==> src/rtl/sj_pkg.sv <==
// Shared types for the main-bus arbiter: FSM state encoding and bus owner.
package sj_pkg;
  typedef enum logic [1:0] {
    ST_IDLE  = 2'd0,
    ST_REQ   = 2'd1,
    ST_GRANT = 2'd2,
    ST_REL   = 2'd3
  } state_t;

  typedef enum logic {
    OWN_Z80 = 1'b0,
    OWN_MCU = 1'b1
  } owner_t;
endpackage

==> src/rtl/sj_edge_pulse.sv <==
// Registered one-clock pulse on each rising edge of a level input.
module sj_edge_pulse (
  input  logic i_clk,
  input  logic i_rst,
  input  logic i_level,
  output logic o_pulse
);
  logic r_prev;
  logic r_pulse;

  always_ff @(posedge i_clk or posedge i_rst) begin
    if (i_rst) begin
      r_prev  <= 1'b0;
      r_pulse <= 1'b0;
    end else begin
      r_prev  <= i_level;
      r_pulse <= i_level & ~r_prev;
    end
  end

  assign o_pulse = r_pulse;
endmodule

==> src/rtl/sj_bus_arbiter.sv <==
// Main-bus arbiter between the Z80 and the MCU (BUSRQ/BUSAK handshake), bus mux
// and comm-latch access decode producing bs_wr/bs_rd pulses.
module sj_bus_arbiter
  import sj_pkg::*;
#(
  parameter logic [15:0] COMM_ADDR = 16'hD404,
  parameter logic [7:0]  ACK_TMO   = 8'd255
) (
  input  logic        i_clk,
  input  logic        i_rst,
  input  logic        i_cpu_cen,
  input  logic [15:0] i_cpu_addr,
  input  logic [7:0]  i_cpu_dout,
  output logic [7:0]  o_cpu_din,
  input  logic        i_cpu_mreq_n,
  input  logic        i_cpu_rd_n,
  input  logic        i_cpu_wr_n,
  output logic        o_cpu_busrq_n,
  input  logic        i_cpu_busak_n,
  input  logic        i_mcu_busrq_n,
  output logic        o_mcu_busak_n,
  input  logic [15:0] i_mcu_addr,
  input  logic [7:0]  i_mcu_dout,
  input  logic        i_mcu_we,
  input  logic        i_mcu_rd,
  output logic [7:0]  o_mcu_din,
  output logic        o_bs_wr,
  output logic        o_bs_rd,
  input  logic [7:0]  i_bs_din,
  output logic [15:0] o_mem_addr,
  output logic [7:0]  o_mem_dout,
  output logic        o_mem_we,
  output logic        o_mem_rd,
  input  logic [7:0]  i_mem_din,
  output logic        o_err_tmo
);
  state_t     r_state, w_state_nxt;
  logic       r_cpu_busrq_n, w_cpu_busrq_n_nxt;
  logic       r_mcu_busak_n, w_mcu_busak_n_nxt;
  logic [7:0] r_tmo_cnt, w_tmo_cnt_nxt;
  logic       r_err_tmo, w_err_tmo_nxt;
  logic [7:0] r_mcu_din;
  owner_t     w_owner;
  logic       w_hit;

  always_ff @(posedge i_clk or posedge i_rst) begin
    if (i_rst) begin
      r_state       <= ST_IDLE;
      r_cpu_busrq_n <= 1'b1;
      r_mcu_busak_n <= 1'b1;
      r_tmo_cnt     <= 8'd0;
      r_err_tmo     <= 1'b0;
    end else begin
      r_state       <= w_state_nxt;
      r_cpu_busrq_n <= w_cpu_busrq_n_nxt;
      r_mcu_busak_n <= w_mcu_busak_n_nxt;
      r_tmo_cnt     <= w_tmo_cnt_nxt;
      r_err_tmo     <= w_err_tmo_nxt;
    end
  end

  // Timeout is a down-counter loaded on request; it only moves on Z80 clock enables.
  always_comb begin
    w_state_nxt       = r_state;
    w_cpu_busrq_n_nxt = r_cpu_busrq_n;
    w_mcu_busak_n_nxt = r_mcu_busak_n;
    w_tmo_cnt_nxt     = r_tmo_cnt;
    w_err_tmo_nxt     = r_err_tmo;
    case (r_state)
      ST_IDLE: begin
        if (!i_mcu_busrq_n) begin
          w_state_nxt       = ST_REQ;
          w_cpu_busrq_n_nxt = 1'b0;
          w_tmo_cnt_nxt     = ACK_TMO;
        end
      end
      ST_REQ: begin
        if (!i_cpu_busak_n) begin
          w_state_nxt       = ST_GRANT;
          w_mcu_busak_n_nxt = 1'b0;
        end else if (i_mcu_busrq_n) begin
          w_state_nxt       = ST_REL;
          w_cpu_busrq_n_nxt = 1'b1;
        end else if (i_cpu_cen) begin
          if (r_tmo_cnt <= 8'd1) begin
            w_tmo_cnt_nxt = 8'd0;
            w_err_tmo_nxt = 1'b1;
          end else begin
            w_tmo_cnt_nxt = r_tmo_cnt - 8'd1;
          end
        end
      end
      ST_GRANT: begin
        if (i_mcu_busrq_n) begin
          w_state_nxt       = ST_REL;
          w_mcu_busak_n_nxt = 1'b1;
          w_cpu_busrq_n_nxt = 1'b1;
        end
      end
      ST_REL: begin
        w_cpu_busrq_n_nxt = 1'b1;
        if (i_cpu_busak_n) w_state_nxt = ST_IDLE;
      end
      default: w_state_nxt = ST_IDLE;
    endcase
  end

  always_ff @(posedge i_clk or posedge i_rst) begin
    if (i_rst)
      r_mcu_din <= 8'd0;
    else if (r_state == ST_GRANT && i_mcu_rd && !i_mcu_we)
      r_mcu_din <= i_mem_din;
  end

  assign w_owner = (r_state == ST_GRANT) ? OWN_MCU : OWN_Z80;
  assign w_hit   = (w_owner == OWN_Z80) && !i_cpu_mreq_n && (i_cpu_addr == COMM_ADDR);

  // A write strobe wins over a simultaneous MCU read.
  always_comb begin
    o_mem_addr = i_cpu_addr;
    o_mem_dout = i_cpu_dout;
    o_mem_we   = 1'b0;
    o_mem_rd   = 1'b0;
    if (w_owner == OWN_MCU) begin
      o_mem_addr = i_mcu_addr;
      o_mem_dout = i_mcu_dout;
      o_mem_we   = i_mcu_we;
      o_mem_rd   = i_mcu_rd & ~i_mcu_we;
    end else begin
      o_mem_we   = ~i_cpu_mreq_n & ~i_cpu_wr_n & ~w_hit;
      o_mem_rd   = ~i_cpu_mreq_n & ~i_cpu_rd_n & ~w_hit;
    end
  end

  sj_edge_pulse u_bs_wr (
    .i_clk   (i_clk),
    .i_rst   (i_rst),
    .i_level (w_hit & ~i_cpu_wr_n),
    .o_pulse (o_bs_wr)
  );

  sj_edge_pulse u_bs_rd (
    .i_clk   (i_clk),
    .i_rst   (i_rst),
    .i_level (w_hit & ~i_cpu_rd_n),
    .o_pulse (o_bs_rd)
  );

  assign o_cpu_din     = w_hit ? i_bs_din : i_mem_din;
  assign o_cpu_busrq_n = r_cpu_busrq_n;
  assign o_mcu_busak_n = r_mcu_busak_n;
  assign o_mcu_din     = r_mcu_din;
  assign o_err_tmo     = r_err_tmo;
endmodule

==> config.mk <==
export PLATFORM = sky130hd
export DESIGN_NAME = sj_bus_arbiter
export DESIGN_NICKNAME = d
export VERILOG_FILES = /design/src/rtl/sj_pkg.sv /design/src/rtl/sj_edge_pulse.sv /design/src/rtl/sj_bus_arbiter.sv
export SDC_FILE = /design/constraint.sdc
export NUM_CORES = 1
export LEC_CHECK = 0
export CAP_MARGIN = 20
export CELL_PAD_IN_SITES_DETAIL_PLACEMENT = 1
export CELL_PAD_IN_SITES_GLOBAL_PLACEMENT = 2
export CORE_MARGIN = 2
export CORE_UTILIZATION = 21
export DETAILED_ROUTE_END_ITERATION = 8
export PLACE_DENSITY = 0.91
export SLEW_MARGIN = 15
export SYNTH_ARGS = -nofsm -noshare
export SYNTH_HDL_FRONTEND = slang
export SYNTH_HIERARCHICAL = 1
export SYNTH_SLANG_ARGS = --single-unit
==> constraint.sdc <==
create_clock -name i_clk -period 5.7 [get_ports i_clk]
set_input_delay 1.14 -clock i_clk [delete_from_list [all_inputs] [get_ports i_clk]]
set_output_delay 1.14 -clock i_clk [all_outputs]
set_load 0.01 [all_outputs]
* Word level (Yosys, flattened, before mapping)
Cells that the tools add are included.
Word-level totals: output and inout bits 47, logic and storage cells 79, input bits 74, flip-flop bits (word level) 25
Operators by class: reduce and logical (&&, ||, !) cells 14, eq/ne operators 11, bitwise gates (word level) 18, magnitude comparators 1, multiplexer cells 24, add/sub/neg operators 1
Operators with widths (number):
- $mux W8 | 7
- $eq A16 B16 Y1 const B | 1
- $mux W16 | 1
- $pmux W8 S2 | 1
- $ne A2 B2 Y1 const B | 7
- $reduce_and A5 Y1 | 2
- $and A1 B1 Y1 | 9
- $not A1 Y1 | 9
- $le A8 B1 Y1 const B | 1
- $mux W1 | 8
- $mux W2 | 4
- $pmux W2 S4 | 1
- $sub A8 B1 Y8 const B | 1
- $eq A2 B2 Y1 const B | 2
- $logic_and A1 B1 Y1 | 4
- $pmux W1 S4 | 1
- $reduce_and A2 Y1 | 2
- $reduce_bool A2 Y1 | 2
- $reduce_and A3 Y1 | 1
- $eq A2 B1 Y1 const B | 1
- $logic_not A1 Y1 | 2
- $logic_not A2 Y1 | 1
- $pmux W1 S2 | 1

* Logic depth before layout (Yosys ltp)
Gate-level depths: netlist of the first run.
word-level depth 8, mapped depth 7, mapped depth without buffers 6

* By module
The synthesis of the first run kept the hierarchy.
By module, submodules not included:
- sj_bus_arbiter | area an instance 1599.0 um^2, sequential area each 528.0 um^2, cells an instance 152, instances 1
- sj_edge_pulse | area an instance 67.6 um^2, sequential area each 50.0 um^2, cells an instance 4, instances 2

* Least setup slack after synthesis of the first run
Ideal clock, no wire load.
path kind in2out, start point input i_cpu_addr[0], end point output o_cpu_din[0], cell stages on the path 4, data required time 4.560 ns, path buffers 0, slack 2.067 ns, data arrival time 2.493 ns, path through or4_4 > nor4_4 > nand2_4 > mux2_2
On the way: longest elaborated chain between the ends 3
Ends and longest elaborated chain:
- start, declared | line sj_bus_arbiter.sv:12 | input logic [15:0] i_cpu_addr,
- $eq A16 B16 Y1 | line sj_bus_arbiter.sv:116 | assign w_hit = (w_owner == OWN_Z80) && !i_cpu_mreq_n && (i_cpu_addr == COMM_ADDR);
- $logic_and A1 B1 Y1 | line sj_bus_arbiter.sv:116
- $mux W8 | line sj_bus_arbiter.sv:149 | assign o_cpu_din = w_hit ? i_bs_din : i_mem_din;
- end, declared | line sj_bus_arbiter.sv:14 | output logic [7:0] o_cpu_din,
Every way passes these cells.

* Worst setup path in the final report of the first run
start point input i_cpu_addr[1], end point output o_cpu_din[2]
Same word-level chain as after synthesis.

==> results.cfg, run 1 <==
[outcome]
status = complete, no violations

[setup_path]
cpMaxStageDelayCell = or4_4
cp_cell_sequence = clkdlybuf4s50_1 > or4_4 > nor4_4 > nand2_4 > mux2_2 > clkdlybuf4s50_1
cp_top_family = simple AND/OR/NAND/NOR gates
r2r_end = r_tmo_cnt[4]
r2r_setup_slack_ns = 3.56
crit_top_cell = clkdlybuf4s50_1
crit_buf_inv = 2
critical_path_required_ns = 4.56
cp-startpoint = i_cpu_addr[1]
critPathCaptureType = primary output
critical_path_peak_fanout = 9
cp.depth = 6
crit_path_end = o_cpu_din[2]
arrival_ns = 3.49
crit_type = input port to primary output
r2r_cells = 4
critPathLaunchType = input port
critPathMaxStageDelay_ns = 0.54
r2r_start = r_tmo_cnt[5]

[synth]
syn_area_mm2 = 0.001734
yosysMostFrequentCell = mux2_2
synth_ff_type = dfrtp_1
avgSynthCellArea_um2 = 10.84
synth_edf_count = 0
yosys-top-cells-count = mux2_2, dfrtp_1, nor2_1
synth_seq_cells = 25
yosysWarnings = 6
async_flop_share_pct = 100.0
synth_area_leaders = dfrtp_1, mux2_2, ha_1
yosys.area.top_type = dfrtp_1
yosysTopAreaCellShare_pct = 33.19
synth_cells = 160
synth-seq-area-share_pct = 36.22
synth_nets = 242
synth_cell_types = 37

[die]
initial_core_util_pct = 21.43
ios = 121
rows = 33
die-area_mm2 = 0.009001
fp.dieW_um = 94.88
die_y_um = 94.88
core_mm2 = 0.008093

[clocking]
clk_latency_ns = 0.27
root_buffer = clkbuf_8
clock_path_buffers = 2
htree_levels = 1
cts_buffers = 3
postCtsSetupRepairBufs = 0
clkSlewWorstSetupHoldPaths_ns = 0.09
cts_resized = 0
cts_tree = yes
cts_hold_buf = 0
cts_sinks = 25

[timing]
fin_setup_tns_ns = 0
setup_violations = 0
worstMarginPinSlew_ns = 0.8390
maxSlewViolCount = 0
period_share_pct = 81.24
finalHoldViolations = 0
fin_ws_ns = 1.069
timing.hold.ws_ns = 0.4521
rsz0062_at_grt = no
relSlewSlack_pct = 43.92
finalCriticalPeriod_ns = 4.631
finalClockSkew_ns = 0.006932
fmax_ghz = 0.2159

[power]
vdd_drop_max_mv = 0.09687
p_total_mw = 0.9157
leakage_nw = 1.209
cellPowerDensity_mw_per_mm2 = 294.9

[global_route]
grtUsageTotal_pct = 13.47
grt_pass1_wl_um = 9549
first_global_vias = 1991
grt-ovfl-total = 0
grt_max_degree = 32
antenna_found_initial = 0

[placed_design]
dpl.hpwl_um = 4928
pre_cts_ws_ns = 1.033
io_buffers = 120
gp_congestion = 0.7349

[route]
drc = 0
wl_per_cell_um = 15.32
vias = 1762
routed_via_density = 4.565
dr.pass1.iters = 3
drt_iter0_markers = 24
postRouteAntennaNets = 0
totalWireLength_um = 5915

[layout]
final_core_util_pct = 38.37
nets = 364
syn_to_final_growth_pct = 79.08
diodes = 0
drive_gt1_share_pct = 20.28
fillers = 933

[min_path]
hold_class = register to register

[run]
maxCapViolCount = 0
-- layout by cell type (no fill, tap or decap), drive strengths merged, types with 2 or more instances in the layout --
cell             n
ha               8
or4b             2
mux2            40
o41ai            2
a21o             2
a21oi           10
dfrtp           23
inv              8
o22a             6
dfstp            2
clkbuf           3
nor2b            2
o21a             2
nor3             2
a32oi            2
nor2            16
nand2b           3
nand4b           2
nand2            4
nor4             2
a31oi            5
clkdlybuf4s50  120
-- registers in the layout (all words and copies together), names as in the netlist --
| signal | count |
|---|---|
| u_bs_wr/o_pulse | 1 |
| r_state | 2 |
| u_bs_rd/r_prev | 1 |
| r_tmo_cnt | 8 |
| o_mcu_din | 8 |
| u_bs_wr/r_prev | 1 |
| o_mcu_busak_n | 1 |
| o_cpu_busrq_n | 1 |
| u_bs_rd/o_pulse | 1 |
| o_err_tmo | 1 |
-- worst reg2reg max path, delay by kind of cell, from the launching register on --
kind            cells  cell delay (ns)
flops               1             0.42
compound gates      2             0.31
simple gates        2             1.30
-- stage by stage --
stage	cell area [µm²]	std cells
after global placement	3059	382
after floorplan	1734	160
after CTS	3105	386
after global routing	3105	386
final	3105	386
after detailed placement	3059	382
-- area by class of cell --
class / count / area [µm²] / share of cell area (%)
inverter: 8 / 30.03 / 0.9670
clock inverter: 1 / 5.005 / 0.1612
multi-input combinational: 123 / 1061 / 34.17
tap: 105 / 131.4 / 4.230
sequential: 25 / 628.1 / 20.23
clock buffer: 3 / 41.29 / 1.330
timing repair buffer: 121 / 1209 / 38.92
-- per-layer routing --
metal | wire length [µm] | GRT usage (%)
met5 | 0 | 0
met4 | 32 | 2.174
met1 | 2221 | 14.54
met2 | 3172 | 25.53
met3 | 488 | 4.709
-- worst min path at each step --
stage	to	startpoint	depth (start not counted)	slack (ns)
2_1_floorplan	u_bs_rd/o_pulse	u_bs_rd/r_prev	1	0.43
3_3_place_gp	u_bs_rd/o_pulse	u_bs_rd/r_prev	1	0.43
3_5_place_dp	u_bs_rd/o_pulse	u_bs_rd/r_prev	1	0.43
4_1_cts	u_bs_wr/o_pulse	u_bs_wr/r_prev	1	0.45
5_1_grt	u_bs_wr/o_pulse	u_bs_wr/r_prev	1	0.47
6_report	u_bs_wr/o_pulse	u_bs_wr/r_prev	1	0.45
-- where the power goes --
part | switching [mW] | internal (mW) | total, mW
clock | 0.0571 | 0.0489 | 0.106
sequential | 0.0318 | 0.230 | 0.261
combinational | 0.231 | 0.317 | 0.548
total | 0.320 | 0.596 | 0.916
-- kinds of logic after synthesis --
family	after synthesis	synth area share, %
muxes	40	25.97
buffers and inverters	12	2.597
DFF	25	36.22
and+or+nand+nor	42	16.23
adders and majority gates	8	5.772
AOI/OAI and AO/OA	33	13.20
Power figures use the tool's default switching activity.
==> inputs of run 2 (changes only) <==
Settings changed: CORE_UTILIZATION 21 to 17, PLACE_DENSITY 0.91 to 0.8.
Clock period 5.7 ns to 3.8 ns, I/O delays scaled along.
==> run 2 against run 1 <==
  * Wire length decreased by 1.5%
  * Via count up 0.91%
  * Count of clock-buffer cells in the layout stayed put
  * Power up 50%
  * Critical path type unchanged
  * Critical endpoint is now o_mem_rd
==> results.cfg, run 2 (same netlist as run 1, synthesis figures left out) <==
[global_route]
grt_max_degree = 22
grt_pass1_wl_um = 9522
grtUsageTotal_pct = 10.70
first_global_vias = 1942
grt-ovfl-total = 0
antenna_found_initial = 0

[layout]
multi_input_area_mm2 = 0.001061
fillers = 1159
drive_gt1_share_pct = 20.85
diodes = 0
syn_to_final_growth_pct = 83.26
mostFrequentLayoutCells = clkdlybuf4s50_1, mux2_2, dfrtp_1
nets = 366
stdcell_area_mm2 = 0.003178
final_common_cell = clkdlybuf4s50_1
ff_latch_area_um2 = 628.1

[die]
fp.dieW_um = 105
initial_core_util_pct = 17.66
die-area_mm2 = 0.01103
ios = 121
core_mm2 = 0.009819
rows = 36
die_y_um = 105

[clocking]
clock_path_buffers = 2
cts_sinks = 25
htree_levels = 1
clkSlewWorstSetupHoldPaths_ns = 0.10
cts_tree = yes
clk_latency_ns = 0.28
cts_buffers = 3
cts_hold_buf = 0
root_buffer = clkbuf_8

[timing]
period_share_pct = 94.96
worstMarginPinSlew_ns = 0.8917
finalCriticalPeriod_ns = 3.609
rsz0062_at_grt = no
maxSlewViolCount = 0
fin_setup_tns_ns = 0
setup_violations = 0
fmax_ghz = 0.2771
finalClockSkew_ns = 0.001378
finalHoldViolations = 0
relSlewSlack_pct = 40.49

[setup_path]
crit_type = input port to primary output
critical_path_required_ns = 3.04
r2r_cells = 4
arrival_ns = 2.85
critPathLaunchType = input port
critPathCaptureType = primary output
critical_path_peak_fanout = 3

[route]
wl_per_cell_um = 14.01
totalWireLength_um = 5829
postRouteAntennaNets = 0
vias = 1778
dr.pass1.iters = 4
drc = 0
drt_iter0_markers = 86
routed_via_density = 4.274

[placed_design]
gp_congestion = 0.6988
io_buffers = 120
dpl.hpwl_um = 4938
place_area_mm2 = 0.003109

[power]
vdd_drop_max_mv = 0.1443
cellPowerDensity_mw_per_mm2 = 432.8
leakage_nw = 1.288
p_total_mw = 1.375

[outcome]
status = complete, no violations

[run]
maxCapViolCount = 0

[min_path]
hold_class = register to register
hold_depth = 1
[run 2: cell types whose count changed in the layout (fill, tap and decap cells not counted), sizes merged]
cell,previous run,this run
clkdlybuf4s50,120,112
clkinvlp,0,1
clkinv,1,0
buf,1,3
dlymetal6s2s,0,8
[run 2: critical path, cell delays in order]
cell and delay [ns]:
clkdlybuf4s50_1 0.42, or4_4 0.55, nor4_4 0.35, buf_4 0.18, o41ai_1 0.08, clkdlybuf4s50_1 0.51
[run 2: path summary, 6_finish.rpt]
check                                from               to  slack [ns]
max                         i_cpu_addr[0]         o_mem_rd        0.19
max in group asynchronous           i_rst     r_tmo_cnt[0]        2.20
min                        u_bs_wr/r_prev  u_bs_wr/o_pulse        0.45
min reg2reg                u_bs_wr/r_prev  u_bs_wr/o_pulse        0.45
max reg2reg                  r_tmo_cnt[5]     r_tmo_cnt[5]        1.72
min in group asynchronous           i_rst   u_bs_rd/r_prev        0.71
[run 2: metrics by stage]
step                      cells  setup slack, ns  hold WS, ns  util (%)
after floorplan             160           0.9267       0.4288         -
after global placement      412          0.04113       0.4336     31.66
after detailed placement    412          0.01357       0.4410     31.66
after CTS                   416         0.009265       0.4585     32.16
after global routing        416           0.1080       0.4666     32.36
final                       416           0.1914       0.4526     32.36
[run 2: area by class of cell]
| cell class | count | area share [%] |
|---|---|---|
| Clock buffer | 3 | 1.299 |
| Clock inverter | 1 | 0.2362 |
| Inverter | 8 | 0.9449 |
| Multi-Input combinational cell | 123 | 33.39 |
| Sequential cell | 25 | 19.76 |
| Tap cell | 133 | 5.236 |
| Timing Repair Buffer | 123 | 39.13 |
[run 2: metal layers]
layer  GRT usage [%]  part of all wire (%)
met2           20.04                    54
met5               0                     0
met1           11.19                    36
met3           4.429                   9.8
met4           2.000                  0.65
[run 2: what timing repair did]
item,in CTS,in global routing
setup endpoints to repair,0,8
gates resized for setup,0,8
setup buffers,0,0
hold endpoints to repair,0,0
[run 2: where the power goes]
part	internal, mW	switching (mW)	total [mW]
clock	0.0746	0.0940	0.169
combinational	0.478	0.340	0.819
sequential	0.344	0.0440	0.388
